`src/rtl/fifo_pkg.sv`:
```
// Shared async-FIFO helpers: Gray/binary conversion and sizing constants.
// Conversion functions work on a fixed maximum width; narrower pointers are zero-extended.
package fifo_pkg;

  localparam int FIFO_SYNC_STAGES = 2;
  localparam int PTR_MAX = 13;  // ADDR_SIZE up to 12, plus wrap bit

  function automatic logic [PTR_MAX-1:0] bin2gray(input logic [PTR_MAX-1:0] b);
    return b ^ (b >> 1);
  endfunction

  // Leading zeros of a zero-extended Gray code decode to zeros, so one width serves all.
  function automatic logic [PTR_MAX-1:0] gray2bin(input logic [PTR_MAX-1:0] g);
    logic [PTR_MAX-1:0] b;
    b[PTR_MAX-1] = g[PTR_MAX-1];
    for (int i = PTR_MAX - 2; i >= 0; i--) begin
      b[i] = b[i+1] ^ g[i];
    end
    return b;
  endfunction

endpackage

```
`src/rtl/wptr_full_lvl_if.sv`:
```
// Write-side bus of the async FIFO pointer block: request, synchronised read pointer,
// threshold and overflow clear in; address, Gray pointer, status and enable out.
interface wptr_full_lvl_if #(parameter int ADDR_SIZE = 6);
  logic                  winc;
  logic [ADDR_SIZE:0]    wq2_rptr;
  logic [ADDR_SIZE:0]    afull_thresh;
  logic                  wovf_clr;
  logic [ADDR_SIZE-1:0]  waddr;
  logic [ADDR_SIZE:0]    wptr;
  logic                  wfull;
  logic                  wafull;
  logic [ADDR_SIZE:0]    wlevel;
  logic                  wovf;
  logic                  wen;

  modport master (
    output winc, wq2_rptr, afull_thresh, wovf_clr,
    input  waddr, wptr, wfull, wafull, wlevel, wovf, wen
  );

  modport slave (
    input  winc, wq2_rptr, afull_thresh, wovf_clr,
    output waddr, wptr, wfull, wafull, wlevel, wovf, wen
  );
endinterface

```
`src/rtl/fifo_gray2bin.sv`:
```
// Combinational Gray-to-binary decode of a synchronised FIFO pointer, zero latency.
// Shared by the write-side and read-side pointer blocks.
module fifo_gray2bin
  import fifo_pkg::*;
#(
  parameter int W = 7
) (
  input  logic [W-1:0] gray,
  output logic [W-1:0] bin
);

  assign bin = W'(gray2bin(PTR_MAX'(gray)));

endmodule

```
`src/rtl/wptr_full_lvl.sv`:
```
// Write pointer, full/almost-full, fill level and overflow for the async FIFO; status registered.
// Build option WOVF_STICKY_EN makes wovf sticky until wovf_clr; otherwise it pulses per dropped write.
module wptr_full_lvl
  import fifo_pkg::*;
#(
  parameter int ADDR_SIZE   = 6,
  parameter int AFULL_RESET = 2**ADDR_SIZE - 4
) (
  input  logic wclk,
  input  logic wrst,
  wptr_full_lvl_if.slave bus
);

  localparam int PTR_W = ADDR_SIZE + 1;
  localparam int DEPTH = 1 << ADDR_SIZE;
  localparam logic [ADDR_SIZE:0] DEPTH_V = PTR_W'(DEPTH);

  logic [ADDR_SIZE:0] wbin;
  logic [ADDR_SIZE:0] wbin_next;
  logic [ADDR_SIZE:0] wgray_next;
  logic [ADDR_SIZE:0] rbin;
  logic [ADDR_SIZE:0] lvl_next;
  logic               full_next;
  logic               wen;

  fifo_gray2bin #(.W(PTR_W)) u_rdec (
    .gray (bus.wq2_rptr),
    .bin  (rbin)
  );

  assign wen        = bus.winc & ~bus.wfull;
  assign wbin_next  = wbin + {{ADDR_SIZE{1'b0}}, wen};
  assign wgray_next = PTR_W'(bin2gray(PTR_MAX'(wbin_next)));
  assign lvl_next   = wbin_next - rbin;
  assign full_next  = (wgray_next == {~bus.wq2_rptr[ADDR_SIZE:ADDR_SIZE-1],
                                      bus.wq2_rptr[ADDR_SIZE-2:0]});

  assign bus.wen   = wen;
  assign bus.waddr = wbin[ADDR_SIZE-1:0];

  always_ff @(posedge wclk or posedge wrst) begin
    if (wrst) begin
      wbin       <= '0;
      bus.wptr   <= '0;
      bus.wlevel <= '0;
      bus.wfull  <= 1'b0;
      bus.wafull <= 1'b0;
      bus.wovf   <= 1'b0;
    end else begin
      wbin       <= wbin_next;
      bus.wptr   <= wgray_next;
      bus.wlevel <= lvl_next;
      bus.wfull  <= full_next;
      bus.wafull <= (lvl_next >= bus.afull_thresh);
`ifdef WOVF_STICKY_EN
      // Set takes priority over clear so a drop in the clear cycle is not lost.
      if (bus.winc && bus.wfull)
        bus.wovf <= 1'b1;
      else if (bus.wovf_clr)
        bus.wovf <= 1'b0;
`else
      bus.wovf <= bus.winc & bus.wfull;
`endif
    end
  end

`ifndef WOVF_STICKY_EN
  logic unused_clr;
  assign unused_clr = bus.wovf_clr;
`endif

  a_param_legal: assert property (@(posedge wclk)
    (ADDR_SIZE >= 2) && (ADDR_SIZE <= 12) && (AFULL_RESET <= DEPTH));

  a_full_matches_level: assert property (@(posedge wclk) disable iff (wrst)
    full_next == (lvl_next == DEPTH_V));

  a_thresh_range: assert property (@(posedge wclk) disable iff (wrst)
    bus.afull_thresh <= DEPTH_V);

endmodule
```
`src/flat_wrapper.sv`:
```
// flat-port wrapper written by rule: the top's interface ports become plain ports
module wptr_full_lvl_flat import fifo_pkg::*;
#(
  parameter int ADDR_SIZE   = 6,
  parameter int AFULL_RESET = 2**ADDR_SIZE - 4
)
  (wclk, wrst, bus_winc, bus_wq2_rptr, bus_afull_thresh, bus_wovf_clr, bus_waddr, bus_wptr, bus_wfull, bus_wafull, bus_wlevel, bus_wovf, bus_wen);
  wptr_full_lvl_if #(.ADDR_SIZE(ADDR_SIZE)) bus_i ();
  input  logic wclk;
  input  logic wrst;
  input wire logic [$bits(bus_i.winc)-1:0] bus_winc;
  input wire logic [$bits(bus_i.wq2_rptr)-1:0] bus_wq2_rptr;
  input wire logic [$bits(bus_i.afull_thresh)-1:0] bus_afull_thresh;
  input wire logic [$bits(bus_i.wovf_clr)-1:0] bus_wovf_clr;
  output wire logic [$bits(bus_i.waddr)-1:0] bus_waddr;
  output wire logic [$bits(bus_i.wptr)-1:0] bus_wptr;
  output wire logic [$bits(bus_i.wfull)-1:0] bus_wfull;
  output wire logic [$bits(bus_i.wafull)-1:0] bus_wafull;
  output wire logic [$bits(bus_i.wlevel)-1:0] bus_wlevel;
  output wire logic [$bits(bus_i.wovf)-1:0] bus_wovf;
  output wire logic [$bits(bus_i.wen)-1:0] bus_wen;
  assign bus_i.winc = bus_winc;
  assign bus_i.wq2_rptr = bus_wq2_rptr;
  assign bus_i.afull_thresh = bus_afull_thresh;
  assign bus_i.wovf_clr = bus_wovf_clr;
  assign bus_waddr = bus_i.waddr;
  assign bus_wptr = bus_i.wptr;
  assign bus_wfull = bus_i.wfull;
  assign bus_wafull = bus_i.wafull;
  assign bus_wlevel = bus_i.wlevel;
  assign bus_wovf = bus_i.wovf;
  assign bus_wen = bus_i.wen;
  wptr_full_lvl #(.ADDR_SIZE(ADDR_SIZE), .AFULL_RESET(AFULL_RESET)) u_core (.wclk(wclk), .wrst(wrst), .bus(bus_i));
endmodule
```
`config.mk`:
```
export PLATFORM = sky130hd
export DESIGN_NAME = wptr_full_lvl_flat
export DESIGN_NICKNAME = d
export VERILOG_FILES = /design/src/rtl/fifo_pkg.sv /design/src/rtl/wptr_full_lvl_if.sv /design/src/rtl/fifo_gray2bin.sv /design/src/rtl/wptr_full_lvl.sv /design/src/flat_wrapper.sv
export SDC_FILE = /design/constraint.sdc
export NUM_CORES = 1
export LEC_CHECK = 0
export ABC_AREA = 1
export CORE_MARGIN = 2
export CORE_UTILIZATION = 40
export CTS_BUF_LIST = sky130_fd_sc_hd__clkbuf_8
export CTS_CLUSTER_SIZE = 25
export DETAILED_ROUTE_END_ITERATION = 6
export GPL_TIMING_DRIVEN = 0
export PLACE_DENSITY = 0.71
export SLEW_MARGIN = 30
export SYNTH_ARGS = -nofsm -noshare
export SYNTH_HDL_FRONTEND = slang
export SYNTH_SLANG_ARGS = --single-unit
```
`constraint.sdc`:
```
create_clock -name wclk -period 8.5 [get_ports wclk]
set_input_delay 1.7 -clock wclk [delete_from_list [all_inputs] [get_ports wclk]]
set_output_delay 1.7 -clock wclk [all_outputs]
set_load 0.01 [all_outputs]
```
==> flow_summary.toml, run 1 <==
[sta]
period_needed_ns = 4.99
tightest_slew_ns = 0.776
slew_headroom_pct = 47.9
fmax_mhz = 200
finalHoldViolCount = 0
period_share_pct = 58.8
slew_viol_final = 0
tns_ns = 0
fin_worst_skew_ns = 0.00467
rsz0062_at_grt = "no"
setup-violations-final = 0

[synthesis]
synth_seq_cells = 23
synth_cell_types = 21
synth_fp_nets = 222
yosys_warnings = 0
synth_cells = 188
yosysTopAreaCell = "dfrtp_1"
synth-seq-area-share_pct = 38.3
synth_area_sq_um = 1500
avgSynthCellArea_sq_um = 7.99
synth_area_leaders = "dfrtp_1, nand2_1, ha_1"
synth_top_area_share_pct = 38.3

[placement]
placed_area_sq_um = 1960
hpwl_um = 2240
routabilityCongestion = 0.732
portBuffers = 40

[worst_setup_path]
endpoint_kind = "flop"
crit_buf_inv = 3
cp_top_family = "simple AND/OR/NAND/NOR gates"
slowest_stage = "clkdlybuf4s50_1"
crit_fanout = 3
start_kind = "input port"
worst_ep_arrival_time_ns = 5.14
max_stage_delay_ns = 0.50
crit_required_ns = 8.65
worstSetupPathType = "in -> reg"
path_common_cell = "nand2_2"

[drt]
num_vias = 1260
first_iter_violations = 50
drtPass1Iterations = 4
wl_per_cell_um = 9.78
drt-total-wl_um = 2740
final_antenna_net_count = 0
via_per_inst = 4.50
drc_errors = 0

[clock_tree]
numClockSinks = 23
clockBufferDepth = 2
postCtsResizedCells = 0
cts_hold_buffers = 0
clkLatencyLatePin_ns = 0.27
cts_htree_levels = 1
cts_buffers = 3
cts_tree = "built"
post_cts_buffers = 0
cts-root-buf = "clkbuf_8"
clk_pin_slew_worst_paths_ns = 0.08

[final_layout]
area_growth_pct = 33.8
drive_above_1_share_pct = 10.8
layout_common_cells = "nand2_1, clkdlybuf4s50_1, inv_1"
nFillCells = 359
layout_commonest_cell = "nand2_1"
ff_latch_area_sq_um = 576
multiInputGateArea_sq_um = 798
fin_area_sq_um = 2010
final_nets = 267
antenna_cells = 0

[die]
start_util_pct = 41.3
coreArea_sq_um = 3630
die_area_sq_um = 4260
die_h_um = 65.3
io_pins = 42
die_w_um = 65.3
num_rows = 22

[power_and_ir_drop]
pwr_density_cell_nw_per_um2 = 401
leakagePower_uw = 0.00104
finalPower_uw = 805
ir_worst_vdd_mv = 0.194

[run]
cap_violations = 0

[worst_hold_path]
min_path_type = "reg -> reg"

[outcome]
status = "complete, no violations"

[global_routing]
grt_pass1_wl_um = 4960
grt_overflow = 0
grt_pass1_vias = 1227
grtUsageTotal_pct = 15.1
antenna_found_initial = 0
grt_start_max_net_pins = 24
==> final cells by class <==
cell class / count / area share, %
Clock buffer: 3 / 2.06
Clock inverter: 1 / 0.249
Tap cell: 48 / 2.99
Timing Repair Buffer: 40 / 19.9
Sequential cell: 23 / 28.7
Inverter: 34 / 6.36
Multi-Input combinational cell: 131 / 39.8
==> power breakdown <==
part           switching [uW]  total (uW)  internal [uW]  leakage (uW)
clock                    35.7        68.5           32.7     0.0000255
sequential               25.9         191            165      0.000274
combinational             290         546            255      0.000744
total                     352         805            453       0.00104
==> worst paths after layout <==
path / cells past startpoint / endpoint / from / slack, ns
max: 25 / u_core.bus.wafull$_DFF_PP0_ / bus_wq2_rptr[5] / 3.51
min: 2 / u_core.bus.wovf$_DFF_PP0_ / u_core.bus.wfull$_DFF_PP0_ / 0.50
max reg2reg: 16 / u_core.bus.wafull$_DFF_PP0_ / u_core.bus.wfull$_DFF_PP0_ / 5.33
min reg2reg: 2 / u_core.bus.wovf$_DFF_PP0_ / u_core.bus.wfull$_DFF_PP0_ / 0.50
max in group asynchronous: 2 / u_core.bus.wlevel[3]$_DFF_PP0_ / wrst / 6.35
min in group asynchronous: 2 / u_core.bus.wptr[3]$_DFF_PP0_ / wrst / 1.78
==> per-layer routing <==
layer	routed length, um	global-route usage [%]	part of all wire [%]
met3	94	1.54	3.4
met4	90	8.85	3.3
met5	0	0	0
met1	1310	19.0	48
met2	1240	25.1	45
==> logic make-up after synthesis <==
| family | share of synthesized area [%] |
|---|---|
| compound gates | 4.42 |
| xor+xnor | 5.67 |
| fa+ha+maj | 13.8 |
| buf+inv | 8.50 |
| flops | 38.3 |
| simple gates | 29.2 |
==> sequential cells by signal, summed over array words and instances (netlist names) <==
name               count
u_core.bus.wfull       1
u_core.wbin            6
u_core.bus.wptr        7
u_core.bus.wovf        1
u_core.bus.wafull      1
u_core.bus.wlevel      7
==> cells in the mapped netlist <==
| master | instances |
|---|---|
| a21o_1 | 1 |
| a21oi_1 | 6 |
| dfrtp_1 | 23 |
| fa_1 | 1 |
| ha_1 | 15 |
| inv_1 | 30 |
| inv_2 | 4 |
| nand2_1 | 51 |
| nand2_2 | 12 |
| nand3_1 | 25 |
| nand4_1 | 2 |
| nor2_1 | 3 |
| nor2_2 | 2 |
| nor2_4 | 1 |
| o21a_1 | 2 |
| o21ai_1 | 1 |
| o221ai_1 | 1 |
| xnor2_1 | 3 |
| xnor2_2 | 1 |
| xor2_1 | 3 |
| xor2_2 | 1 |
==> worst reg2reg max path, cell delays in order (launching register included) <==
cell,delay (ns)
dfrtp_1,0.40
nor2_1,0.15
ha_1,0.19
ha_1,0.19
nand2_1,0.12
nand2_2,0.13
inv_1,0.09
ha_1,0.35
nand3_1,0.09
nand3_1,0.10
a21o_1,0.17
a21oi_1,0.15
xor2_1,0.24
ha_1,0.30
a21oi_1,0.15
o21a_1,0.14
o221ai_1,0.10
==> through the flow <==
step | std cells | hold slack, ns | util (%) | setup WS, ns
after detailed placement | 276 | 0.486 | 54.0 | 3.18
final | 280 | 0.500 | 55.3 | 3.51
after CTS | 280 | 0.506 | 55.3 | 3.46
after global routing | 280 | 0.574 | 55.3 | 3.23
after global placement | 276 | 0.493 | 54.0 | 3.22
after floorplan | 188 | 0.515 | - | 4.05
Note: power is estimated with default switching activity, not from simulation.
==> run 2, diff against run 1 <==
==> constraint.sdc (replaced) <==
create_clock -name wclk -period 4.62 [get_ports wclk]
set_input_delay 0.924 -clock wclk [delete_from_list [all_inputs] [get_ports wclk]]
set_output_delay 0.924 -clock wclk [all_outputs]
set_load 0.01 [all_outputs]
==> results of run 2 <==
The final DEF is identical to that of run 1. Status: complete, no violations.
Main changes from that run: setup slack after placement 3.18 ns -> 0.0725 ns; setup slack after layout 3.51 ns -> 0.401 ns; register-to-register setup slack 5.33 ns -> 1.45 ns; total power 805 uW -> 1480 uW; worst IR drop on VDD 0.194 mV -> 0.357 mV
==> run 3, diff against run 2 <==
--- a/config.mk
+++ b/config.mk
@@ -13,7 +13,6 @@
 export DETAILED_ROUTE_END_ITERATION = 6
 export GPL_TIMING_DRIVEN = 0
 export PLACE_DENSITY = 0.71
-export SLEW_MARGIN = 30
 export SYNTH_ARGS = -nofsm -noshare
 export SYNTH_HDL_FRONTEND = slang
 export SYNTH_SLANG_ARGS = --single-unit
==> run 3 against run 2 <==
  * Die area unchanged
  * Final cell count unchanged
  * Combinational power about the same
  * Maximum frequency about the same
  * Non-clock buffer count unchanged
  * Sequential power about the same
  * Highest routed layer unchanged
  * Routed wire length about the same
==> flow_summary.toml, run 3 (synthesized netlist as in run 1, its figures left out) <==
[outcome]
status = "complete, no violations"

[worst_setup_path]
path_common_cell = "nand2_2"
endpoint_kind = "flop"
crit_cells = 25
cp_top_family = "simple AND/OR/NAND/NOR gates"
r2r_cells = 16
start_kind = "input port"
max_stage_delay_ns = 0.50
worstSetupPathType = "in -> reg"
crit_required_ns = 4.77
slowest_stage = "clkdlybuf4s50_1"
worst_ep_arrival_time_ns = 4.36
crit_fanout = 3
crit_buf_inv = 3

[global_routing]
antenna_found_initial = 0
grt_start_max_net_pins = 24
grt_pass1_wl_um = 4960
grt_overflow = 0
grt_pass1_vias = 1227
grtUsageTotal_pct = 15.1

[drt]
drt-total-wl_um = 2740
first_iter_violations = 50
num_vias = 1260
via_per_inst = 4.50
wl_per_cell_um = 9.78
final_antenna_net_count = 0
drc_errors = 0
drtPass1Iterations = 4

[clock_tree]
postCtsResizedCells = 0
cts_hold_buffers = 0
cts_htree_levels = 1
clkLatencyLatePin_ns = 0.27
cts_buffers = 3
numClockSinks = 23
clk_pin_slew_worst_paths_ns = 0.08
cts-root-buf = "clkbuf_8"
clockBufferDepth = 2
cts_tree = "built"
post_cts_buffers = 0

[final_layout]
multiInputGateArea_sq_um = 798
final_nets = 267
layout_commonest_cell = "nand2_1"
drive_above_1_share_pct = 10.8
reg_top3 = "u_core.bus.wlevel: 7 flops, u_core.bus.wptr: 7 flops, u_core.wbin: 6 flops"
nFillCells = 359
ff_latch_area_sq_um = 576
area_growth_pct = 33.8
antenna_cells = 0
layout_common_cells = "nand2_1, clkdlybuf4s50_1, inv_1"
fin_area_sq_um = 2010

[sta]
fmax_mhz = 237
rsz0062_at_grt = "no"
setup-violations-final = 0
fin_ws_ns = 0.401
tightest_slew_ns = 0.826
slew_viol_final = 0
tns_ns = 0
finalHoldViolCount = 0
period_share_pct = 91.3
fin_worst_skew_ns = 0.00467
period_needed_ns = 4.22
slew_headroom_pct = 44.9

[placement]
placed_area_sq_um = 1960
routabilityCongestion = 0.732
dp_slack_ns = 0.0725
portBuffers = 40
hpwl_um = 2240

[run]
cap_violations = 0

[power_and_ir_drop]
pwr_density_cell_nw_per_um2 = 738
intPower_uw = 834
clkPwrFrac_pct = 8.5
p_switching_uw = 648
ir_worst_vdd_mv = 0.357
combPwrFrac_pct = 67.8
swShare_pct = 43.7
leakagePower_uw = 0.00105
seq_power_share_pct = 23.7

[die]
die_h_um = 65.3
num_rows = 22
die_w_um = 65.3
io_pins = 42
start_util_pct = 41.3
coreArea_sq_um = 3630
die_area_sq_um = 4260

[worst_hold_path]
min_path_type = "reg -> reg"
whs_path_depth = 2
==> run 3: cell types whose count changed in the layout (fill, tap and decap cells not counted), sizes merged <==
cell | before | now
clkinv | 2 | 1
inv | 33 | 34
==> run 3: worst min-delay path, cell delays in order (launching register included) <==
cell and delay [ns]:
dfrtp_1 0.37, nand2_1 0.06, inv_1 0.04
==> run 3: per-layer routing <==
layer,part of all wire (%),track usage (%)
met5,0,0
met4,3.3,8.85
met3,3.4,1.54
met2,45,25.1
met1,48,19.0
==> run 3: power groups by stage <==
stage	logic [uW]	clock network, uW	registers, uW
3_5_place_dp	1010	0	354
3_3_place_gp	992	0	356
5_1_grt	1130	143	364
6_report	1000	126	351
4_1_cts	1020	132	352
2_1_floorplan	632	0	400
==> run 3: area by class of cell <==
class / instances / area share, %
clock inverter: 1 / 0.249
clock buffer: 3 / 2.06
tap: 48 / 2.99
sequential: 23 / 28.7
inverter: 34 / 6.36
timing repair buffer: 40 / 19.9
multi-input combinational: 131 / 39.8
==> run 3: path summary, 6_finish.rpt <==
kind                                                 start                              to  slack, ns
min in group asynchronous                             wrst    u_core.bus.wptr[3]$_DFF_PP0_       1.12
worst min-delay path            u_core.bus.wfull$_DFF_PP0_       u_core.bus.wovf$_DFF_PP0_       0.50
max in group asynchronous                             wrst  u_core.bus.wlevel[3]$_DFF_PP0_       2.99
worst min register to register  u_core.bus.wfull$_DFF_PP0_       u_core.bus.wovf$_DFF_PP0_       0.50
worst max-delay path                       bus_wq2_rptr[5]     u_core.bus.wafull$_DFF_PP0_       0.40
worst max register to register  u_core.bus.wfull$_DFF_PP0_     u_core.bus.wafull$_DFF_PP0_       1.45
==> run 3: metrics by stage <==
step	hold WS (ns)	utilization, %	total power, uW	instances
detailed placement	0.486	54.0	1370	276
CTS	0.506	55.3	1500	280
finish	0.500	55.3	1480	280
global placement	0.493	54.0	1350	276
floorplan	0.515	-	1030	188
global route	0.574	55.3	1640	280
